**src/rtl/fetch_ctrl.sv**
```systemverilog
// Instruction-fetch sequencer: issues sequential PCs to imem_wrapper, pairs in-order
// responses with their PCs, buffers them for decode and handles redirects.
module fetch_ctrl #(
  parameter logic [31:0] RESET_PC        = 32'h0000_0000,
  parameter int unsigned MAX_OUTSTANDING = 2,
  parameter int unsigned FIFO_DEPTH      = 4
) (
  input  logic        clk_i,
  input  logic        rstn_i,
  input  logic        redirect_valid_i,
  input  logic [31:0] redirect_pc_i,
  output logic        mem_req_valid_o,
  input  logic        mem_req_ready_i,
  output logic [31:0] mem_pc_o,
  input  logic        mem_rsp_valid_i,
  output logic        mem_rsp_ready_o,
  input  logic [31:0] mem_instr_i,
  output logic        fetch_valid_o,
  input  logic        fetch_ready_i,
  output logic [31:0] fetch_pc_o,
  output logic [31:0] fetch_instr_o
);

  localparam int unsigned OutW = $clog2(MAX_OUTSTANDING + 1);
  localparam int unsigned QW   = (MAX_OUTSTANDING > 1) ? $clog2(MAX_OUTSTANDING) : 1;
  localparam int unsigned FW   = (FIFO_DEPTH > 1) ? $clog2(FIFO_DEPTH) : 1;
  localparam int unsigned FCW  = $clog2(FIFO_DEPTH + 1);
  localparam int unsigned SumW = $clog2(FIFO_DEPTH + MAX_OUTSTANDING + 1);

  typedef enum logic [1:0] {StBoot, StRun, StStall} state_e;

  state_e          state_q, state_d;
  logic [31:0]     next_pc_q, next_pc_d;
  logic            req_valid_q, req_valid_d;
  logic [31:0]     req_pc_q, req_pc_d;
  logic            req_stale_q, req_stale_d;
  logic            rsp_ready_q;
  logic [OutW-1:0] out_cnt_q, out_cnt_d;
  logic [OutW-1:0] drop_cnt_q, drop_cnt_d;
  logic [QW-1:0]   pcq_wr_q, pcq_wr_d, pcq_rd_q, pcq_rd_d;
  logic [FW-1:0]   fifo_wr_q, fifo_wr_d, fifo_rd_q, fifo_rd_d;
  logic [FCW-1:0]  fifo_cnt_q, fifo_cnt_d;

  logic [31:0] pcq_mem    [MAX_OUTSTANDING];
  logic [31:0] fifo_pc    [FIFO_DEPTH];
  logic [31:0] fifo_instr [FIFO_DEPTH];

  logic            accept, rsp_fire, drop_rsp, fifo_push, fifo_pop, fifo_empty;
  logic            credit, req_hold;
  logic [SumW-1:0] occ_sum;
  logic            unused_pc_bits;

  assign unused_pc_bits = ^redirect_pc_i[1:0];

  function automatic logic [QW-1:0] pcq_inc(input logic [QW-1:0] p);
    return (p == QW'(MAX_OUTSTANDING - 1)) ? '0 : p + QW'(1);
  endfunction

  assign accept     = req_valid_q & mem_req_ready_i;
  // A response with nothing outstanding is a protocol error and is ignored.
  assign rsp_fire   = mem_rsp_valid_i & rsp_ready_q & (out_cnt_q != '0);
  assign drop_rsp   = rsp_fire & (drop_cnt_q != '0);
  assign fifo_empty = (fifo_cnt_q == '0);
  assign fifo_push  = rsp_fire & ~drop_rsp & ~redirect_valid_i;
  assign fifo_pop   = ~fifo_empty & fetch_ready_i & ~redirect_valid_i;

  always_comb begin
    out_cnt_d = out_cnt_q;
    if (accept && !rsp_fire) begin
      out_cnt_d = out_cnt_q + OutW'(1);
    end else if (!accept && rsp_fire) begin
      out_cnt_d = out_cnt_q - OutW'(1);
    end

    pcq_wr_d = accept   ? pcq_inc(pcq_wr_q) : pcq_wr_q;
    pcq_rd_d = rsp_fire ? pcq_inc(pcq_rd_q) : pcq_rd_q;

    fifo_wr_d  = fifo_push ? fifo_wr_q + FW'(1) : fifo_wr_q;
    fifo_rd_d  = fifo_pop  ? fifo_rd_q + FW'(1) : fifo_rd_q;
    fifo_cnt_d = fifo_cnt_q;
    if (fifo_push && !fifo_pop) begin
      fifo_cnt_d = fifo_cnt_q + FCW'(1);
    end else if (!fifo_push && fifo_pop) begin
      fifo_cnt_d = fifo_cnt_q - FCW'(1);
    end

    next_pc_d   = next_pc_q;
    drop_cnt_d  = drop_cnt_q;
    req_stale_d = req_stale_q;
    if (accept) begin
      // A stale request was fetched for the old path: drop its response, keep next_pc.
      if (req_stale_q) drop_cnt_d = drop_cnt_d + OutW'(1);
      else             next_pc_d  = next_pc_q + 32'd4;
      req_stale_d = 1'b0;
    end
    if (drop_rsp) drop_cnt_d = drop_cnt_d - OutW'(1);

    if (redirect_valid_i) begin
      next_pc_d   = {redirect_pc_i[31:2], 2'b00};
      drop_cnt_d  = out_cnt_d;
      req_stale_d = req_valid_q & ~accept;
      fifo_wr_d   = '0;
      fifo_rd_d   = '0;
      fifo_cnt_d  = '0;
    end

    occ_sum  = SumW'(out_cnt_d) + SumW'(fifo_cnt_d);
    credit   = (out_cnt_d < OutW'(MAX_OUTSTANDING)) && (occ_sum < SumW'(FIFO_DEPTH));
    req_hold = req_valid_q & ~accept;

    req_valid_d = req_hold | (credit & (state_q != StBoot));
    req_pc_d    = (req_valid_d && !req_hold) ? next_pc_d : req_pc_q;

    state_d = state_q;
    case (state_q)
      StBoot:         state_d = StRun;
      StRun, StStall: state_d = (req_hold || credit) ? StRun : StStall;
      default:        state_d = StBoot;
    endcase
  end

  always_ff @(posedge clk_i or negedge rstn_i) begin
    if (!rstn_i) begin
      state_q     <= StBoot;
      next_pc_q   <= RESET_PC;
      req_valid_q <= 1'b0;
      req_pc_q    <= '0;
      req_stale_q <= 1'b0;
      rsp_ready_q <= 1'b0;
      out_cnt_q   <= '0;
      drop_cnt_q  <= '0;
      pcq_wr_q    <= '0;
      pcq_rd_q    <= '0;
      fifo_wr_q   <= '0;
      fifo_rd_q   <= '0;
      fifo_cnt_q  <= '0;
    end else begin
      state_q     <= state_d;
      next_pc_q   <= next_pc_d;
      req_valid_q <= req_valid_d;
      req_pc_q    <= req_pc_d;
      req_stale_q <= req_stale_d;
      rsp_ready_q <= 1'b1;
      out_cnt_q   <= out_cnt_d;
      drop_cnt_q  <= drop_cnt_d;
      pcq_wr_q    <= pcq_wr_d;
      pcq_rd_q    <= pcq_rd_d;
      fifo_wr_q   <= fifo_wr_d;
      fifo_rd_q   <= fifo_rd_d;
      fifo_cnt_q  <= fifo_cnt_d;
    end
  end

  always_ff @(posedge clk_i) begin
    if (accept) pcq_mem[pcq_wr_q] <= req_pc_q;
    if (fifo_push) begin
      fifo_pc[fifo_wr_q]    <= pcq_mem[pcq_rd_q];
      fifo_instr[fifo_wr_q] <= mem_instr_i;
    end
  end

  assign mem_req_valid_o = req_valid_q;
  assign mem_pc_o        = req_pc_q;
  assign mem_rsp_ready_o = rsp_ready_q;
  assign fetch_valid_o   = ~fifo_empty;
  assign fetch_pc_o      = fifo_empty ? '0 : fifo_pc[fifo_rd_q];
  assign fetch_instr_o   = fifo_empty ? '0 : fifo_instr[fifo_rd_q];

`ifndef SYNTHESIS
  rsp_needs_outstanding: assert property (@(posedge clk_i) disable iff (!rstn_i)
    mem_rsp_valid_i |-> (out_cnt_q != '0));
  out_cnt_bounded: assert property (@(posedge clk_i) disable iff (!rstn_i)
    (out_cnt_q <= OutW'(MAX_OUTSTANDING)) && (drop_cnt_q <= out_cnt_q));
`endif

endmodule

```
**config.mk**
```make
export PLATFORM = sky130hd
export DESIGN_NAME = fetch_ctrl
export DESIGN_NICKNAME = d
export VERILOG_FILES = /design/src/rtl/fetch_ctrl.sv
export SDC_FILE = /design/constraint.sdc
export NUM_CORES = 1
export LEC_CHECK = 0
export CORE_MARGIN = 8
export CORE_UTILIZATION = 61
export CTS_CLUSTER_DIAMETER = 100
export DETAILED_ROUTE_END_ITERATION = 16
export PLACE_DENSITY = 0.85
export SYNTH_ARGS = -nofsm -noshare
export SYNTH_HDL_FRONTEND = slang
export SYNTH_SLANG_ARGS = --single-unit
```
**constraint.sdc**
```tcl
create_clock -name clk_i -period 5 [get_ports clk_i]
set_input_delay 0.5 -clock clk_i [delete_from_list [all_inputs] [get_ports clk_i]]
set_output_delay 0.5 -clock clk_i [all_outputs]
set_load 0.1 [all_outputs]
```
* Yosys cells after proc, flatten, opt, wreduce, memory -nomap -nowiden
Memory sizes are Yosys's and may differ from the RTL's.
Cells that the tools add are included.
** Word-level totals
- Register bits :: 82
- Latch bits :: 0
- Memory bits (writable) :: 320
- Memory bits (read-only) :: 0
- Input bits :: 70
- Output and inout port bits :: 99
- Logic and storage cells :: 96
- Memories kept :: 3
** Cells by class
- $add $sub $neg :: 12
- Multipliers :: 0
- Div/mod/pow operators :: 0
- $lt $le $gt $ge :: 2
- Eq/ne operators :: 2
- Shifts and indexed selects :: 0
- Muxes and demuxes :: 28
- Bitwise logic cells :: 15
- Reductions and logical operators :: 21
** Memory list
- fifo_instr :: depth 4, bits a word 32, read ports 1, clocked after Yosys merged registers in 0, write ports 1, line 46 : logic [31:0] fifo_instr [FIFO_DEPTH];
- fifo_pc :: depth 4, bits a word 32, read ports 1, clocked after Yosys merged registers in 0, write ports 1, line 45 : logic [31:0] fifo_pc [FIFO_DEPTH];
- pcq_mem :: depth 2, bits a word 32, read ports 1, clocked after Yosys merged registers in 0, write ports 1, line 44 : logic [31:0] pcq_mem [MAX_OUTSTANDING];
** Operators with widths (number)
- 32-bit two-way mux :: 5
- 32-bit by 3-bit adder with 32-bit output, second input constant :: 1
- 2-bit two-way mux :: 11
- 2-bit nonzero test :: 6
- 1-bit AND :: 10
- 3-bit two-way mux :: 3
- 2-bit by 1-bit adder with 2-bit output, second input constant :: 4
- 1-bit two-way mux :: 8
- 1-bit logical AND :: 6
- 1-bit logical NOT :: 5
- 1-bit NOT :: 4
- 2-bit case mux with 2 select lines :: 1
- 2-bit by 1-bit subtractor with 2-bit output, second input constant :: 2
- 2-bit by 3-bit adder with 3-bit output :: 1
- 3-bit by 1-bit adder with 3-bit output, second input constant :: 1
- 3-bit logical NOT :: 1
- 3-bit < comparator, second input constant :: 1
- 3-bit by 1-bit subtractor with 3-bit output, second input constant :: 1
- 1-bit adder, second input constant :: 2
- 2-bit by 1-bit == test with 1-bit output, second input constant :: 1
- 2-bit == test, second input constant :: 1
- 2-bit logical NOT :: 1
- 2-bit < comparator, second input constant :: 1
- 2-bit OR reduction :: 1
- other kinds (2) :: 2

* Depth between registers and ports, before layout
Gate-level depths: netlist of run 1.
- Depth after elaboration :: 17
- Gate-level depth with buffers :: 14
- Mapped depth without buffers :: 12

* Least setup slack after synthesis of run 1
OpenSTA, ideal clock, no wires.
- Kind :: register to register
- From :: register rsp_ready_q, in the netlist mem_rsp_ready_o
- To :: memory fifo_instr[0][0] (enable)
- Library setup time :: 429 ps
- Data arrival time :: 3066 ps
- Data required time :: 4571 ps
- Setup slack :: 1505 ps
- Cell stages (with the launch flop) :: 4
- Path buffers :: 1
- Period minus slack after synthesis :: 3495 ps
- Path through :: dfrtp_1 and4b_1 buf_2 and3_1
** Between the ends
- Word-level cells in the longest chain between the ends :: 8
** RTL lines
- from (decl) :: line 37 : logic rsp_ready_q;
- from (signal assigned) :: line 129 : rsp_ready_q <= 1'b0;
- from (signal assigned) :: line 143 : rsp_ready_q <= 1'b1;
- 1-bit AND * (2 in series) :: line 61 : assign rsp_fire = mem_rsp_valid_i & rsp_ready_q & (out_cnt_q != '0);
- 1-bit AND :: line 62 : assign drop_rsp = rsp_fire & (drop_cnt_q != '0);
- 1-bit NOT :: line 64 : assign fifo_push = rsp_fire & ~drop_rsp & ~redirect_valid_i;
- 1-bit AND * (2 in series) :: line 64
- 1-bit two-way mux * :: line 156 : if (fifo_push) begin
- 1-bit two-way mux (not written as such) * :: line 158 : fifo_instr[fifo_wr_q] <= mem_instr_i;
- to (decl) :: line 46
Mark *: on every way between the ends. The rest lies on a longest branch, timed or not.

* Worst setup path after layout of run 1
- From :: register fifo_rd_q[0]
- To :: output port fetch_instr_o[24]
** Between the ends
- Word-level cells in the longest chain between the ends :: 2
** RTL lines
- from (decl) :: line 41 : logic [FW-1:0] fifo_wr_q, fifo_wr_d, fifo_rd_q, fifo_rd_d;
- from (signal assigned) :: line 149 : fifo_rd_q <= fifo_rd_d;
- memory 4 x 32 bit
- 32-bit two-way mux :: line 167 : assign fetch_instr_o = fifo_empty ? '0 : fifo_instr[fifo_rd_q];
- to (decl) :: line 21 : output logic [31:0] fetch_instr_o
Every way passes these cells.

==> qor.csv, run 1 <==
metric;value;unit
WP data arrival;3.43;ns
crit path kind;flip-flop to output pin;
Top Ports;169;
synthesized area;0.0162;mm^2
RSZ-0062 raised after global routing;false;
die width;179;um
final net count;1154;
FF-to-FF Start;out_cnt_q[1]$_DFF_PN0_;
syn avg cell area;18.1;um^2
worst hold path class;input port to asynchronous set/reset pin;
FF+latch count, synth;402;
Rows;59;
Worst-path clk slew;0.06;ns
global routing met2 resource utilization;33.3;%
DRT iter0 DRCs;617;
cell area after layout;0.0195;mm^2
Max Clk Rate;254;MHz
TritonCTS buffer count;40;
placed cell area;0.0182;mm^2
actual slew at the worst max-slew pin;1.10;ns
# clock sinks;402;
layout cells sized above 1;19.1;%
DIE AREA;0.0320;mm^2
first-pass GRT wire length;49100;um
antenna fix cells;0;
Primary FF master, synth;edfxtp_1;
cell family with most CP delay;buffers and inverters;
Initial Util;62.1;%
Worst Path Buf+Inv;2;
Max Cap Violations;0;
post-route ant nets;0;
CORE AREA;0.0261;mm^2
setup_tns;0;ns
Critical Path Slowest Stage Cell;clkdlybuf4s50_1;
count leader, synth;edfxtp_1;
r2r setup slk;1.41;ns
Seq/Total Area, Yosys;72.0;%
clk_skew;0.0226;ns
initial antenna violation count;0;
Placer Congestion;0.825;
drt drc;0;
Synth Net Count;979;
maximum fanout along the worst path;24;
met3 GRT Util;3.26;%
final wirelength;31900;um
status;finished clean;
gate count of the mapped netlist;896;
ys async rst share;20.4;%
die extent in y;179;um
hold bufs inserted after CTS;0;
Post-synth EDFFs;320;
fin crit share;78.7;%
TritonRoute pass-1 iters;5;
reg2reg path depth;11;
GRT busiest layer;met2;
Max-slew headroom;26.6;%
max-slew violation count;0;
cell taking the most area after synthesis;edfxtp_1;
Area Growth Syn to Fin;20.3;%
CP startpoint kind;flip-flop;
Final Hold Vio Count;0;
root buf cell;clkbuf_16;
Post-CTS Setup Inserts;0;
Routed WL per cell;22.2;um
post_cts resized;0;
routed vias;8475;
synth top area cells;edfxtp_1 59%, dfrtp_1 13%, mux4_2 8.9%;
Synth warnings;0;
largest net degree at the start of global routing;83;
most frequent cells after synthesis;320 x edfxtp_1, 82 x dfrtp_1, 69 x and2_1;
clk buf depth;3;
H-tree depth;2;
vias in the first global route;8859;
Max stage delay on crit path;0.96;ns
Clock Latency Late Sink;0.53;ns
DP Wirelength;18500;um
Total GRT Usage;20.1;%
setup violators final;0;
Period minus WS final;3.93;ns
Synth top area share;59.3;%
Port Buf Inserts;166;
met1 usage;27.1;%
R2R Path End;mem_pc_o[0]$_DFFE_PN0P_;
CP endpoint kind;output pin;
gr ovfl total;0;
Netlist cell types;49;
CTS tree;built;
post-DR vias/cell;5.90;
worst path required time;4.50;ns
Critical Path, Cell by Cell;buf_4 > mux4_2 > and2_1 > clkdlybuf4s50_1;
-- per-layer routing --
metal / wire, um / up-vias
li1: - / 3796
met1: 13800 / 4310
met3: 1880 / 53
met4: 705 / 0
met2: 15500 / 316
met5: 0 / -
-- flip-flops by register name (all words and copies together) (netlist names), 2 cells and up --
signal,flops
fifo_pc,128
drop_cnt_q,2
out_cnt_q,2
fifo_cnt_q,3
pcq_mem,64
fifo_wr_q,2
mem_pc_o,32
state_q,2
fifo_rd_q,2
next_pc_q,32
fifo_instr,128
-- per-stage QoR --
step	std cells	util, %	setup WS, ns	hold slack, ns
after floorplan	896	-	1.50	0.204
after global placement	1364	69.8	1.16	0.478
after detailed placement	1364	69.8	1.10	0.502
after CTS	1437	74.8	0.978	0.172
after global routing	1437	74.8	0.906	0.228
final	1437	74.8	1.07	0.151
-- area by class of cell --
type | instances | area [um^2]
fillers | 1516 | 6580
repair buffers | 175 | 1750
inverters | 16 | 60.1
clock buffers | 52 | 1100
flip-flops and latches | 402 | 11700
multi-input cells | 436 | 4310
clock inverters | 21 | 188
well taps | 335 | 419
-- logic make-up (layout without fill, tap and decap cells) --
logic type / after synthesis / count (layout) / share of synthesized area (%)
buf+inv: 58 / 264 / 1.61
fa+ha+maj: 15 / 15 / 1.13
mux: 133 / 133 / 14.5
xor+xnor: 40 / 40 / 2.25
other cells: 1 / 1 / 0.0232
simple gates: 196 / 196 / 6.64
compound gates: 51 / 51 / 1.89
flops: 402 / 402 / 72.0
-- worst max path at each step --
| stage | cells after the start | to | startpoint | slack (ns) |
|---|---|---|---|---|
| final | 4 | fetch_instr_o[24] | fifo_rd_q[0]$_DFFE_PN0P_ | 1.07 |
| after global routing | 4 | fetch_instr_o[17] | fifo_rd_q[0]$_DFFE_PN0P_ | 0.91 |
| after CTS | 4 | fetch_instr_o[24] | fifo_rd_q[0]$_DFFE_PN0P_ | 0.98 |
| after detailed placement | 10 | mem_pc_o[0]$_DFFE_PN0P_ | mem_rsp_valid_i | 1.10 |
| after global placement | 10 | mem_pc_o[31]$_DFFE_PN0P_ | mem_rsp_valid_i | 1.16 |
| after floorplan | 3 | fifo_instr[0][0]$_DFFE_PP_ | mem_rsp_ready_o$_DFF_PN0_ | 1.50 |
-- layout by cell type, fill, tap and decap left out, types with 10 or more instances in the layout --
master             n
edfxtp_1         320
xnor2_1           17
nand3_1           17
nor2_1            13
inv_1             16
mux2_4            30
nand4_1           13
clkdlybuf4s50_1  164
and3_1            10
and2_1            69
mux4_2            64
ha_1              13
clkbuf_16         41
mux2_2            34
o21ai_0           34
xor2_1            22
dfrtp_1           80
nand2_1           44
-- worst register-to-register path: stages (launching register included) --
cell	delay, ns
dfrtp_1	0.39
inv_1	0.06
ha_1	0.21
nand3b_1	0.27
maj3_1	0.42
mux2i_4	0.21
inv_1	0.13
ha_1	0.32
a41oi_2	0.28
mux2i_4	0.27
buf_4	0.51
mux2_2	0.42
Power of run 1 is not shown: default switching activity piles up to over one toggle a cycle in this logic, so the estimate is an artifact.
==> inputs of run 2 (changes only) <==
--- a/config.mk
+++ b/config.mk
@@ -6,10 +6,10 @@
 export NUM_CORES = 1
 export LEC_CHECK = 0
 export CORE_MARGIN = 8
-export CORE_UTILIZATION = 61
+export CORE_UTILIZATION = 51
 export CTS_CLUSTER_DIAMETER = 100
 export DETAILED_ROUTE_END_ITERATION = 16
-export PLACE_DENSITY = 0.85
+export PLACE_DENSITY = 0.76
 export SYNTH_ARGS = -nofsm -noshare
 export SYNTH_HDL_FRONTEND = slang
 export SYNTH_SLANG_ARGS = --single-unit
==> constraint.sdc (replaced) <==
create_clock -name clk_i -period 3.38 [get_ports clk_i]
set_input_delay 0.338 -clock clk_i [delete_from_list [all_inputs] [get_ports clk_i]]
set_output_delay 0.338 -clock clk_i [all_outputs]
set_load 0.1 [all_outputs]
==> run 2 against run 1 <==
  * The flow now finishes with violations (negative hold slack)
  * Sequential cell count is the same
  * Routed wire length is 1.4% lower
  * Final area rose by 1.2%
  * Sequential share of layout area fell by 0.71 points
  * Utilization shrank 12 points
  * Largest cell class unchanged
  * Hold slack worse by 0.20 ns
  * Non-clock buffer count grew 20
  * Die area rose by 18%
  * Cell count is 6.1% higher
  * Count of clock-buffer cells in the layout rose by 4
  * Via count is 2.0% lower
==> qor.csv, run 2 (synthesis gave the netlist of run 1 again) <==
metric;value;unit;change
Filler Cell Count;2192;;was 1516
Max stage delay on crit path;0.39;ns;was 0.96 ns
root buf cell;clkbuf_16;;unchanged
reg2reg path depth;13;;was 11
TritonRoute pass-1 iters;5;;unchanged
CP endpoint kind;flip-flop;;was output pin
hold_ws;-0.0459;ns;was 0.151 ns
DP Worst Slack;0.0553;ns;was 1.10 ns
Max Clk Rate;312;MHz;
post-DR vias/cell;5.45;;was 5.90
placed cell area;0.0183;mm^2;was 0.0182 mm^2
Max Cap Violations;0;;unchanged
largest net degree at the start of global routing;83;;unchanged
most common cell after layout, fill and taps aside;edfxtp_1;;unchanged
clk_skew;0.0251;ns;was 0.0226 ns
gr ovfl total;0;;unchanged
DP Wirelength;20400;um;was 18500 um
setup_tns;0;ns;unchanged
layout cells sized above 1;26.9;%;was 19.1%
antenna fix cells;0;;unchanged
routed vias;8305;;was 8475
post-route ant nets;0;;unchanged
vias in the first global route;8723;;was 8859
most used cell, CP;o21ai_0;;
Total GRT Usage;16.6;%;was 20.1%
Worst-path clk slew;0.06;ns;about the same
Layout Utilization;62.8;%;was 74.8%
Critical Path, Cell by Cell;inv_1 > ha_1 > nand2b_2 > and2_1 > o21ai_0 > o21ai_0 > o21ai_0 > a21oi_1 > ha_1 > a41oi_2 > mux2i_4 > clkbuf_16 > mux2_4;;was buf_4 > mux4_2 > and2_1 > clkdlybuf4s50_1
actual slew at the worst max-slew pin;1.03;ns;was 1.10 ns
CP startpoint kind;flip-flop;;unchanged
Worst Slack Setup Final;0.171;ns;was 1.07 ns
cell area after layout;0.0197;mm^2;was 0.0195 mm^2
Placer Congestion;0.862;;was 0.825
drt drc;0;;unchanged
status;complete, but fails checks;;was finished clean
Top Ports;169;;unchanged
DIE AREA;0.0377;mm^2;was 0.0320 mm^2
Critical Path Slowest Stage Cell;dfrtp_1;;was clkdlybuf4s50_1
Port Buf Inserts;166;;unchanged
max-slew violation count;0;;unchanged
Area Growth Syn to Fin;21.8;%;was 20.3%
post_cts resized;0;;unchanged
TritonCTS buffer count;41;;was 40
WP data arrival;3.61;ns;was 3.43 ns
fin crit share;94.9;%;
setup violators final;0;;unchanged
DRT iter0 DRCs;443;;was 617
final net count;1175;;was 1154
Clock Latency Late Sink;0.54;ns;was 0.53 ns
# clock sinks;402;;unchanged
Max-slew headroom;31.3;%;was 26.6%
Routed WL per cell;20.6;um;was 22.2 um
Initial Util;51.6;%;was 62.1%
failing checks;negative hold slack;;
crit path kind;flip-flop to flip-flop;;was flip-flop to output pin
maximum fanout along the worst path;16;;was 24
CORE AREA;0.0314;mm^2;was 0.0261 mm^2
sequential cell area;0.0117;mm^2;about the same
die width;194;um;was 179 um
H-tree depth;2;;unchanged
Period minus WS final;3.21;ns;
CTS tree;built;;unchanged
initial antenna violation count;0;;unchanged
first-pass GRT wire length;49400;um;was 49100 um
Rows;65;;was 59
cell family with most CP delay;compound AO/OA/AOI/OAI gates;;was buffers and inverters
Worst Path Buf+Inv;2;;unchanged
RSZ-0062 raised after global routing;false;;unchanged
die extent in y;194;um;was 179 um
Multi-input gate area;0.00431;mm^2;unchanged
final wirelength;31400;um;was 31900 um
Final Hold Vio Count;13;;was 0
most frequent cells in the layout;320 x edfxtp_1, 99 x clkdlybuf4s50_1, 87 x buf_4;;was 320 x edfxtp_1, 164 x clkdlybuf4s50_1, 80 x dfrtp_1
critical path depth in cells;13;;was 4
worst path required time;3.78;ns;was 4.50 ns
worst hold path class;input port to asynchronous set/reset pin;;unchanged
Largest regs;fifo_instr (128), fifo_pc (128), pcq_mem (64);;unchanged
clk buf depth;3;;unchanged
## run 2: area by class of cell
type	instances	share of cell area, %
sequential	402	59.2
multi-input combinational	436	21.8
timing repair buffer	195	9.20
clock buffer	56	5.90
tap	402	2.55
clock inverter	18	1.05
inverter	16	0.304
## run 2: metrics by stage
step	instances	hold slack [ns]
floorplan	896	0.0424
global placement	1450	0.461
detailed placement	1450	0.467
CTS	1524	0.00434
global route	1525	0.0538
finish	1525	-0.0459
## run 2: what timing repair did
item | CTS | global route
buffers inserted | 0 | 0
setup endpoints to repair | 0 | 2
hold buffers | 0 | 0
## run 2: worst paths after layout
path	from	to	slack, ns
worst min register to register	pcq_rd_q$_DFFE_PN0N_	pcq_rd_q$_DFFE_PN0N_	0.47
worst max-delay path	fifo_cnt_q[1]$_DFF_PN0_	mem_pc_o[17]$_DFFE_PN0P_	0.17
min in group clk_i	redirect_valid_i	fifo_rd_q[0]$_DFFE_PN0P_	0.06
worst min-delay path	rstn_i	mem_rsp_ready_o$_DFF_PN0_	-0.05
worst max register to register	fifo_cnt_q[1]$_DFF_PN0_	mem_pc_o[17]$_DFFE_PN0P_	0.17
max in group asynchronous	rstn_i	fifo_rd_q[0]$_DFFE_PN0P_	2.64
## run 2: routing by layer
layer / wire length (um) / vias to the layer above / GRT usage (%)
met5: 0 / - / 0
met4: 635 / 0 / 4.84
met3: 1790 / 48 / 3.52
met2: 14800 / 235 / 26.2
met1: 14200 / 4187 / 23.2
li1: - / 3835 / -
Power of run 2 is left out for the same reason.
==> inputs of run 3 (changes only) <==
--- a/config.mk
+++ b/config.mk
@@ -5,7 +5,8 @@
 export SDC_FILE = /design/constraint.sdc
 export NUM_CORES = 1
 export LEC_CHECK = 0
-export CORE_MARGIN = 8
+export CAP_MARGIN = 20
+export CORE_MARGIN = 1.5
 export CORE_UTILIZATION = 51
 export CTS_CLUSTER_DIAMETER = 100
 export DETAILED_ROUTE_END_ITERATION = 16
@@ -13,3 +14,4 @@
 export SYNTH_ARGS = -nofsm -noshare
 export SYNTH_HDL_FRONTEND = slang
 export SYNTH_SLANG_ARGS = --single-unit
+export TNS_END_PERCENT = 30
==> run 3 against run 2 <==
  * The flow now finishes without violations
  * First-iteration DRC count down 14%
  * Final area about the same
  * Register-to-register slack better by 0.05 ns
  * Sequential share of layout area about the same
  * Count of clock-buffer cells in the layout down 3
  * Die area down 13%
  * Hold slack better by 0.16 ns
  * Critical endpoint is now mem_pc_o[6]$_DFFE_PN0P_
  * Largest cell class unchanged
==> qor.csv, run 3 (synthesis gave the netlist of run 1 again) <==
metric;value;unit;change
Largest regs;fifo_instr (128), fifo_pc (128), pcq_mem (64);;unchanged
Post-CTS Setup Inserts;0;;unchanged
Max Clk Rate;316;MHz;was 312 MHz
maximum fanout along the worst path;16;;unchanged
non-filler instance count after layout;1525;;unchanged
Max-slew headroom;29.6;%;was 31.3%
clk buf depth;3;;unchanged
DIE AREA;0.0328;mm^2;was 0.0377 mm^2
Worst-path clk slew;0.06;ns;about the same
worst hold path class;input port to flip-flop;;was input port to asynchronous set/reset pin
DP Wirelength;19200;um;was 20400 um
layout cells sized above 1;25.9;%;was 26.9%
Port Buf Inserts;166;;unchanged
CORE AREA;0.0314;mm^2;unchanged
routed vias;8313;;was 8305
hold_ws;0.111;ns;was -0.0459 ns
clk_skew;0.0231;ns;was 0.0251 ns
largest net degree at the start of global routing;69;;was 83
# clock sinks;402;;unchanged
actual slew at the worst max-slew pin;1.05;ns;was 1.03 ns
TritonRoute pass-1 iters;4;;was 5
setup violators final;0;;unchanged
WP data arrival;3.57;ns;was 3.61 ns
worst path required time;3.79;ns;was 3.78 ns
CP endpoint kind;flip-flop;;unchanged
first-pass GRT wire length;48300;um;was 49400 um
Initial Util;51.6;%;unchanged
H-tree depth;2;;unchanged
root buf cell;clkbuf_16;;unchanged
Layout Utilization;62.8;%;about the same
DRT iter0 DRCs;379;;was 443
antenna fix cells;0;;unchanged
drt drc;0;;unchanged
final wirelength;30900;um;was 31400 um
Final Hold Vio Count;0;;was 13
die width;181;um;was 194 um
Clock Latency Late Sink;0.53;ns;was 0.54 ns
Period minus WS final;3.16;ns;was 3.21 ns
Routed WL per cell;20.3;um;was 20.6 um
most common cell after layout, fill and taps aside;edfxtp_1;;unchanged
die extent in y;181;um;was 194 um
Total GRT Usage;19.2;%;was 16.6%
fin crit share;93.5;%;was 94.9%
Top Ports;169;;unchanged
post-DR vias/cell;5.45;;about the same
status;finished clean;;was complete, but fails checks
Area Growth Syn to Fin;21.7;%;was 21.8%
CTS tree;built;;unchanged
vias in the first global route;8756;;was 8723
initial antenna violation count;0;;unchanged
Filler Cell Count;2225;;was 2192
final net count;1175;;unchanged
CP startpoint kind;flip-flop;;unchanged
gr ovfl total;0;;unchanged
DP Cell Count;1449;;was 1450
Placer Congestion;0.872;;was 0.862
Max Cap Violations;0;;unchanged
sequential cell area;0.0117;mm^2;about the same
Rows;65;;unchanged
setup_tns;0;ns;unchanged
crit path kind;flip-flop to flip-flop;;unchanged
most frequent cells in the layout;320 x edfxtp_1, 99 x clkdlybuf4s50_1, 83 x buf_4;;was 320 x edfxtp_1, 99 x clkdlybuf4s50_1, 87 x buf_4
Multi-input gate area;0.00432;mm^2;was 0.00431 mm^2
post-route ant nets;0;;unchanged
TritonCTS buffer count;41;;unchanged
max-slew violation count;0;;unchanged
## run 3: worst paths after layout
kind	from	end	slack (ns)	cells after the start
hold reg to reg	pcq_rd_q$_DFFE_PN0N_	pcq_rd_q$_DFFE_PN0N_	0.47	1
min in group asynchronous	rstn_i	drop_cnt_q[0]$_DFF_PN0_	0.43	2
setup / recovery	drop_cnt_q[0]$_DFF_PN0_	mem_pc_o[6]$_DFFE_PN0P_	0.22	12
max in group asynchronous	rstn_i	mem_pc_o[24]$_DFFE_PN0P_	2.13	3
setup reg to reg	drop_cnt_q[0]$_DFF_PN0_	mem_pc_o[6]$_DFFE_PN0P_	0.22	12
hold / removal	redirect_valid_i	fifo_rd_q[0]$_DFFE_PN0P_	0.11	2
## run 3: per-layer routing
layer / track usage, % / wire [um] / part of all wire, % / up-vias
met2: 31.4 / 15000 / 49 / 220
li1: - / - / - / 3840
met4: 5.83 / 625 / 2.0 / 0
met5: 0 / 0 / 0 / -
met3: 2.76 / 1390 / 4.5 / 45
met1: 26.9 / 13900 / 45 / 4208
## run 3: what timing repair did
| action | 4_1_cts | 5_1_grt |
|---|---|---|
| resized for setup | 0 | 2 |
| hold endpoints to repair | 61 | 0 |
| setup endpoints to repair | 0 | 19 |
| hold buffers | 1 | 0 |
## run 3: area by class of cell
class / instances / area share (%)
sequential: 402 / 59.2
multi-input combinational: 436 / 21.9
timing repair buffer: 195 / 9.41
clock buffer: 53 / 5.48
tap: 402 / 2.55
clock inverter: 21 / 1.16
inverter: 16 / 0.305
## run 3: metrics by stage
step           cell area (um^2)  setup slack [ns]
6_report                  19700             0.218
5_1_grt                   19700           -0.0206
4_1_cts                   19700             0.184
3_5_place_dp              18400            0.0453
3_3_place_gp              18400             0.103
2_1_floorplan             16200            -0.115
## run 3: critical path, cell delays in order (launching register included)
cell and delay [ns]:
dfrtp_1 0.43, inv_1 0.08, ha_1 0.20, nand4b_1 0.23
o21ai_1 0.18, o21ai_0 0.11, o21ai_0 0.21, a21oi_1 0.09
ha_1 0.32, a41oi_4 0.25, mux2i_4 0.36, clkbuf_16 0.26
mux2_4 0.31
Power of run 3 is left out for the same reason.
==> variant 1, RTL diff (settings of run 2) <==
Change the parameter `FIFO_DEPTH` from 4 to 8.
--- a/src/rtl/fetch_ctrl.sv
+++ b/src/rtl/fetch_ctrl.sv
@@ -3,7 +3,7 @@
 module fetch_ctrl #(
   parameter logic [31:0] RESET_PC        = 32'h0000_0000,
   parameter int unsigned MAX_OUTSTANDING = 2,
-  parameter int unsigned FIFO_DEPTH      = 4
+  parameter int unsigned FIFO_DEPTH      = 8
 ) (
   input  logic        clk_i,
   input  logic        rstn_i,
Function: no difference found for any inputs over 4 cycles, from zero or initial values and one cycle with rstn_i low; that may be too few to reach the edited logic, so the function may still have changed.
==> variant 1 against run 2 <==
Clock skew down 13 ps; sequential cell count is 259 higher; wire length up 61%; setup slack better by 2.9 ps; synthesized cell count grew 46%; final area rose by 58%; area after synthesis increased by 60%; critical path type unchanged; largest cell class unchanged.
==> variant 1: results (changes against run 2) <==
Run status
The run finished with clean final reports.

Layout
The fraction of final layout cells sized beyond drive strength 1 is 0.266 (-0.00256). The number of nets at the end of the flow is 1590 (+35%). The total inserted antenna cells is 0 (unchanged). The total of fill cells in the finished design is 3442 (+57%). The largest registers in the layout are fifo_instr: 256 flops, fifo_pc: 256 flops, pcq_mem: 64 flops.

Route
The total length of routed met3 wires is 2820 microns (+57%). The routed length on met2 was 25400 microns (+72%). The aggregate routed wire length is 50700 microns (+61%). The via count normalized by instance count came to 5.55 (+1.9%). The count of routing violations after the opening detailed-route iteration was 873 (+97%). The detailed-routing wirelength on met1 is 21600 microns (+52%).

STA
The worst clock skew came to 12.2 ps (-12.9 ps). The remaining max-slew budget at the tightest pin is 0.303 (-0.00923).

Place
The number of port buffers is 166 (unchanged). The detailed placer's ending HPWL is 28800 microns (+41%). The final estimated routing congestion in global placement was 0.819 (-4.9%).

Synthesis
The count of cell types in the netlist came to 49 (unchanged). The XOR/XNOR share of the synthesized area came to 0.0139 (-0.00862). The complex-gate fraction of the synthesized area is 0.0118 (-0.00702). The most used flip-flop cell after synthesis is edfxtp_1. The number of enable flip-flop cells after synthesis was 576 (+80%).

The proportion of register bits with asynchronous set or reset after synthesis is 0.129 (-0.0754). The post-synthesis mux area share was 0.170 (+0.0256). The count of warnings emitted by yosys was 0 (unchanged).

The fraction of the mapped netlist area in adder cells was 0.00560 (-0.00568). The proportion of synthesized chip area in sequential cells is 0.750 (+0.0297). Sorting the synthesized cells by area gives the leading types as edfxtp_1 (67%), mux4_2 (11%), dfrtp_1 (8.2%), mux2i_1 (2.6%), mux2_4 (1.7%). Ranked by instance count, the synthesized netlist is headed by edfxtp_1 (576), mux4_2 (128), nor2_1 (89). The total nets after synthesis is 1385 (+41%).

Worst hold path
The worst hold path class is in -> reg.

Global routing
The overall fraction of global-route tracks in use came to 0.175 (+0.00894). The first-pass GRT wire length came to 77800 microns (+57%). The initial antenna violation count is 0 (unchanged). The number of global-route vias before repair is 13.3k (+53%). The global-route met2 utilization is 0.295 (+0.0331). The global-route track usage on met1 is 0.235 (+0.00304). The met3 track utilization from global routing is 0.0328 (-0.00247).

The maximum number of pins on one net before global-route repair is 75 (-9.6%).

Critical path
The highest net fanout along the worst path is 16 (unchanged). The biggest cell delay along the critical path came to 440 ps (+50 ps). On the critical path, the stage with the largest delay is an instance of dfrtp_2. The worst endpoint data arrival time is 3710 ps (+100 ps).

Clock tree
The clock latency on the worst-skew pair is 620 ps (+80 ps). The register clock-pin slew on the reported worst setup and hold paths came to 60 ps (about the same). The maximum level of the CTS H-tree is 2 (unchanged). The number of buffers created by CTS is 61 (+49%).

Power
The power in the clock group is 7.00 mW. Summed over all cells, the static leakage comes to 10.3 nW.
## variant 1: cell families after synthesis
kind of cell / Yosys count
compound gates: 48
xor+xnor: 41
fa+ha+maj: 12
buf+inv: 75
flops: 661
mux: 261
other cells: 1
simple gates: 206
## variant 1: layout make-up
type	instances	share of cell area
Inverter	13	0.00157
Tap cell	672	0.0270
Multi-Input combinational cell	569	0.201
Clock buffer	81	0.0530
Clock inverter	30	0.0131
Timing Repair Buffer	204	0.0795
Sequential cell	661	0.624
## variant 1: final timing paths
path	start	slack, ps	depth (start not counted)	endpoint
max	fifo_cnt_q[0]$_DFF_PN0_	170	13	mem_pc_o[4]$_DFFE_PN0P_
min	redirect_valid_i	130	2	fifo_rd_q[2]$_DFFE_PN0P_
max reg2reg	fifo_cnt_q[0]$_DFF_PN0_	170	13	mem_pc_o[4]$_DFFE_PN0P_
min reg2reg	mem_pc_o[23]$_DFFE_PN0P_	520	0	pcq_mem[1][23]$_DFFE_PP_
max in group asynchronous	rstn_i	2190	3	fifo_rd_q[1]$_DFFE_PN0P_
min in group asynchronous	rstn_i	370	2	next_pc_q[19]$_DFF_PN0_
## variant 1: per-stage QoR
| step | setup slack [ps] | cells | hold WS [ps] | setup TNS [ps] | cell area (sq um) |
|---|---|---|---|---|---|
| detailed placement | 50.3 | 2117 | 500 | 0 | 29000 |
| floorplan | -13.9 | 1305 | 42.4 | -892 | 26000 |
| global route | -7.44 | 2230 | 127 | -14.7 | 31100 |
| global placement | 142 | 2117 | 486 | 0 | 29000 |
| CTS | 45.1 | 2229 | 104 | 0 | 31100 |
| finish | 174 | 2230 | 132 | 0 | 31100 |
## variant 1: repair_timing
item,in CTS,in global routing
hold buffers,1,0
setup buffers,0,0
hold endpoints to repair,73,0
endpoints found under the setup margin,0,35
gates resized for setup,0,4
==> variant 2, RTL diff (flow settings as in run 2) <==
Made on the original files. The 3 states of `state_e` get a one-hot encoding in 3 bits.
--- a/src/rtl/fetch_ctrl.sv
+++ b/src/rtl/fetch_ctrl.sv
@@ -27,7 +27,7 @@
   localparam int unsigned FCW  = $clog2(FIFO_DEPTH + 1);
   localparam int unsigned SumW = $clog2(FIFO_DEPTH + MAX_OUTSTANDING + 1);
 
-  typedef enum logic [1:0] {StBoot, StRun, StStall} state_e;
+  typedef enum logic [2:0] {StBoot = 3'b001, StRun = 3'b010, StStall = 3'b100} state_e;
 
   state_e          state_q, state_d;
   logic [31:0]     next_pc_q, next_pc_d;
Check against the original RTL: no difference found for any inputs over 4 cycles, from zero or initial values and one cycle with rstn_i low; so few cycles prove little.
==> variant 2 against run 2 <==
Sequential share of layout area fell by 0.50 points; highest routed layer unchanged; final cell count fell by 0.79%; wire length barely moved; setup slack improved by 33 ps; area after synthesis fell by 0.87%; final area rose by 1.0%; sequential cell count rose by 1.
Power is left out: the tool's default activity adds up to more than one toggle a clock period on the data nets, which glitch-free logic cannot reach.
==> variant 2: results (changes against run 2) <==
Synthesis
The proportion of synthesized chip area in sequential cells is 0.728 (+0.00798). The average cell area after synthesis came to 18.1 sq um (+0.36%). The total nets after synthesis is 966 (-1.3%). The count of cell types in the netlist was 53 (+8.2%). After synthesis, the cell types taking the most area are edfxtp_1 (60%), dfrtp_1 (13%), mux4_2 (9.0%), and2_1 (2.6%), mux2_2 (2.5%). The proportion of register bits with asynchronous set or reset after synthesis is 0.206 (+0.00198).

The commonest cells after synthesis are edfxtp_1 (320), dfrtp_1 (82), and2_1 (66).

Route
The total length of routed met3 wires is 1590 microns (-12%). The detailed-routing wirelength on met1 is 13700 microns (-3.3%). The routed length on met2 came to 15400 microns (+3.9%). The via count normalized by instance count came to 5.44 (-0.19%). The number of optimization iterations in the first detailed-route pass is 4 (-1). The count of routing violations after the opening detailed-route iteration is 401 (-9.5%).

The aggregate routed wire length is 31500 microns (about the same).

Critical path
The count of cells along the worst register-to-register path is 11 (-2). The highest net fanout along the worst path came to 32 (+16). The worst setup slack for register-to-register paths is 200 ps (+30 ps). The biggest cell delay along the critical path is 390 ps (about the same). The capture point of the critical path is mem_pc_o[5]$_DFFE_PN0P_.

The worst endpoint data arrival time is 3580 ps (-30 ps).

Place
The cell count after placement is 1439 (-0.76%). The placed cell area is 0.0186 sq mm (+1.4%). The final estimated routing congestion in global placement is 0.765 (-11%). The detailed placer's ending HPWL is 20300 microns (-0.36%).

The number of port buffers is 166 (unchanged). The worst setup slack after placement came to 150 ps (+94.4 ps).

Global routing
The maximum number of pins on one net before global-route repair came to 67 (-19%). The initial antenna violation count is 0 (unchanged). The overall fraction of global-route tracks in use is 0.168 (+0.00235). The first-pass GRT wire length is 50000 microns (+1.3%). The number of global-route vias before repair is 8951 (+2.6%).

STA
The worst clock skew is 23.0 ps (-2.09 ps). The remaining max-slew budget at the tightest pin is 0.311 (-0.00116). The post-route clock period utilization is 0.940 (-0.00962).

Layout
The count of placed standard cells in the final layout, fillers left out is 1513 (-0.79%). The total inserted antenna cells came to 0 (unchanged). The fraction of final layout cells sized beyond drive strength 1 was 0.248 (-0.0214).

The number of nets at the end of the flow came to 1162 (-1.1%).

Clock tree
The clock latency on the worst-skew pair is 530 ps. The clock tree root driver cell is clkbuf_16. The register clock-pin slew on the reported worst setup and hold paths is 60 ps (about the same).

Run status
The run finished with clean final reports.

Worst hold path
The path class of the tightest hold or removal check is in -> reg.
==> variant 2: worst min-delay path by stage <==
stage | end | slack (ps) | depth (start not counted)
global route | fifo_wr_q[0]$_DFFE_PN0P_ | 200 | 2
detailed placement | pcq_mem[0][8]$_DFFE_PP_ | 480 | 0
CTS | fifo_rd_q[1]$_DFFE_PN0P_ | 170 | 2
floorplan | drop_cnt_q[0]$_DFF_PN0_ | 40 | 0
global placement | pcq_mem[0][2]$_DFFE_PP_ | 470 | 0
finish | fifo_wr_q[0]$_DFFE_PN0P_ | 180 | 2
==> variant 2: repair_timing <==
item,4_1_cts,5_1_grt
resized for setup,0,1
hold buffers,1,0
endpoints found under the hold margin,64,0
endpoints found under the setup margin,0,20
==> variant 2: kinds of logic (layout without fill, tap and decap cells) <==
logic type      Yosys count  after routing  synth area share
compound gates           55             55            0.0203
xor+xnor                 42             42            0.0247
fa+ha+maj                12             12           0.00920
buf+inv                  57            283            0.0157
flops                   403            403             0.728
mux                     131            131             0.137
other cells               1              1          0.000234
simple gates            184            184            0.0643
==> variant 2: critical path: cells and delay by family, from the launching register on <==
family	cells	cell delay, ps
AO/OA/AOI/OAI	2	640
adder cells (fa/ha/maj)	3	780
buffers and inverters	2	350
flip-flops	1	390
multiplexers	2	550
AND/OR/NAND/NOR	2	300
==> variant 2: layer usage <==
layer  vias up  global-route usage
met5         -                   0
met4         0              0.0513
met3        52              0.0345
met2       215               0.283
met1      4160               0.220
li1       3797                   -
==> variant 2: final cells by class <==
class                   count  area [sq um]
inverters                  13          48.8
well taps                 402           503
repair buffers            197          2220
clock inverters            26           264
flip-flops and latches    403         11700
clock buffers              47          1060
multi-input cells         425          4140
fillers                  2188         11400
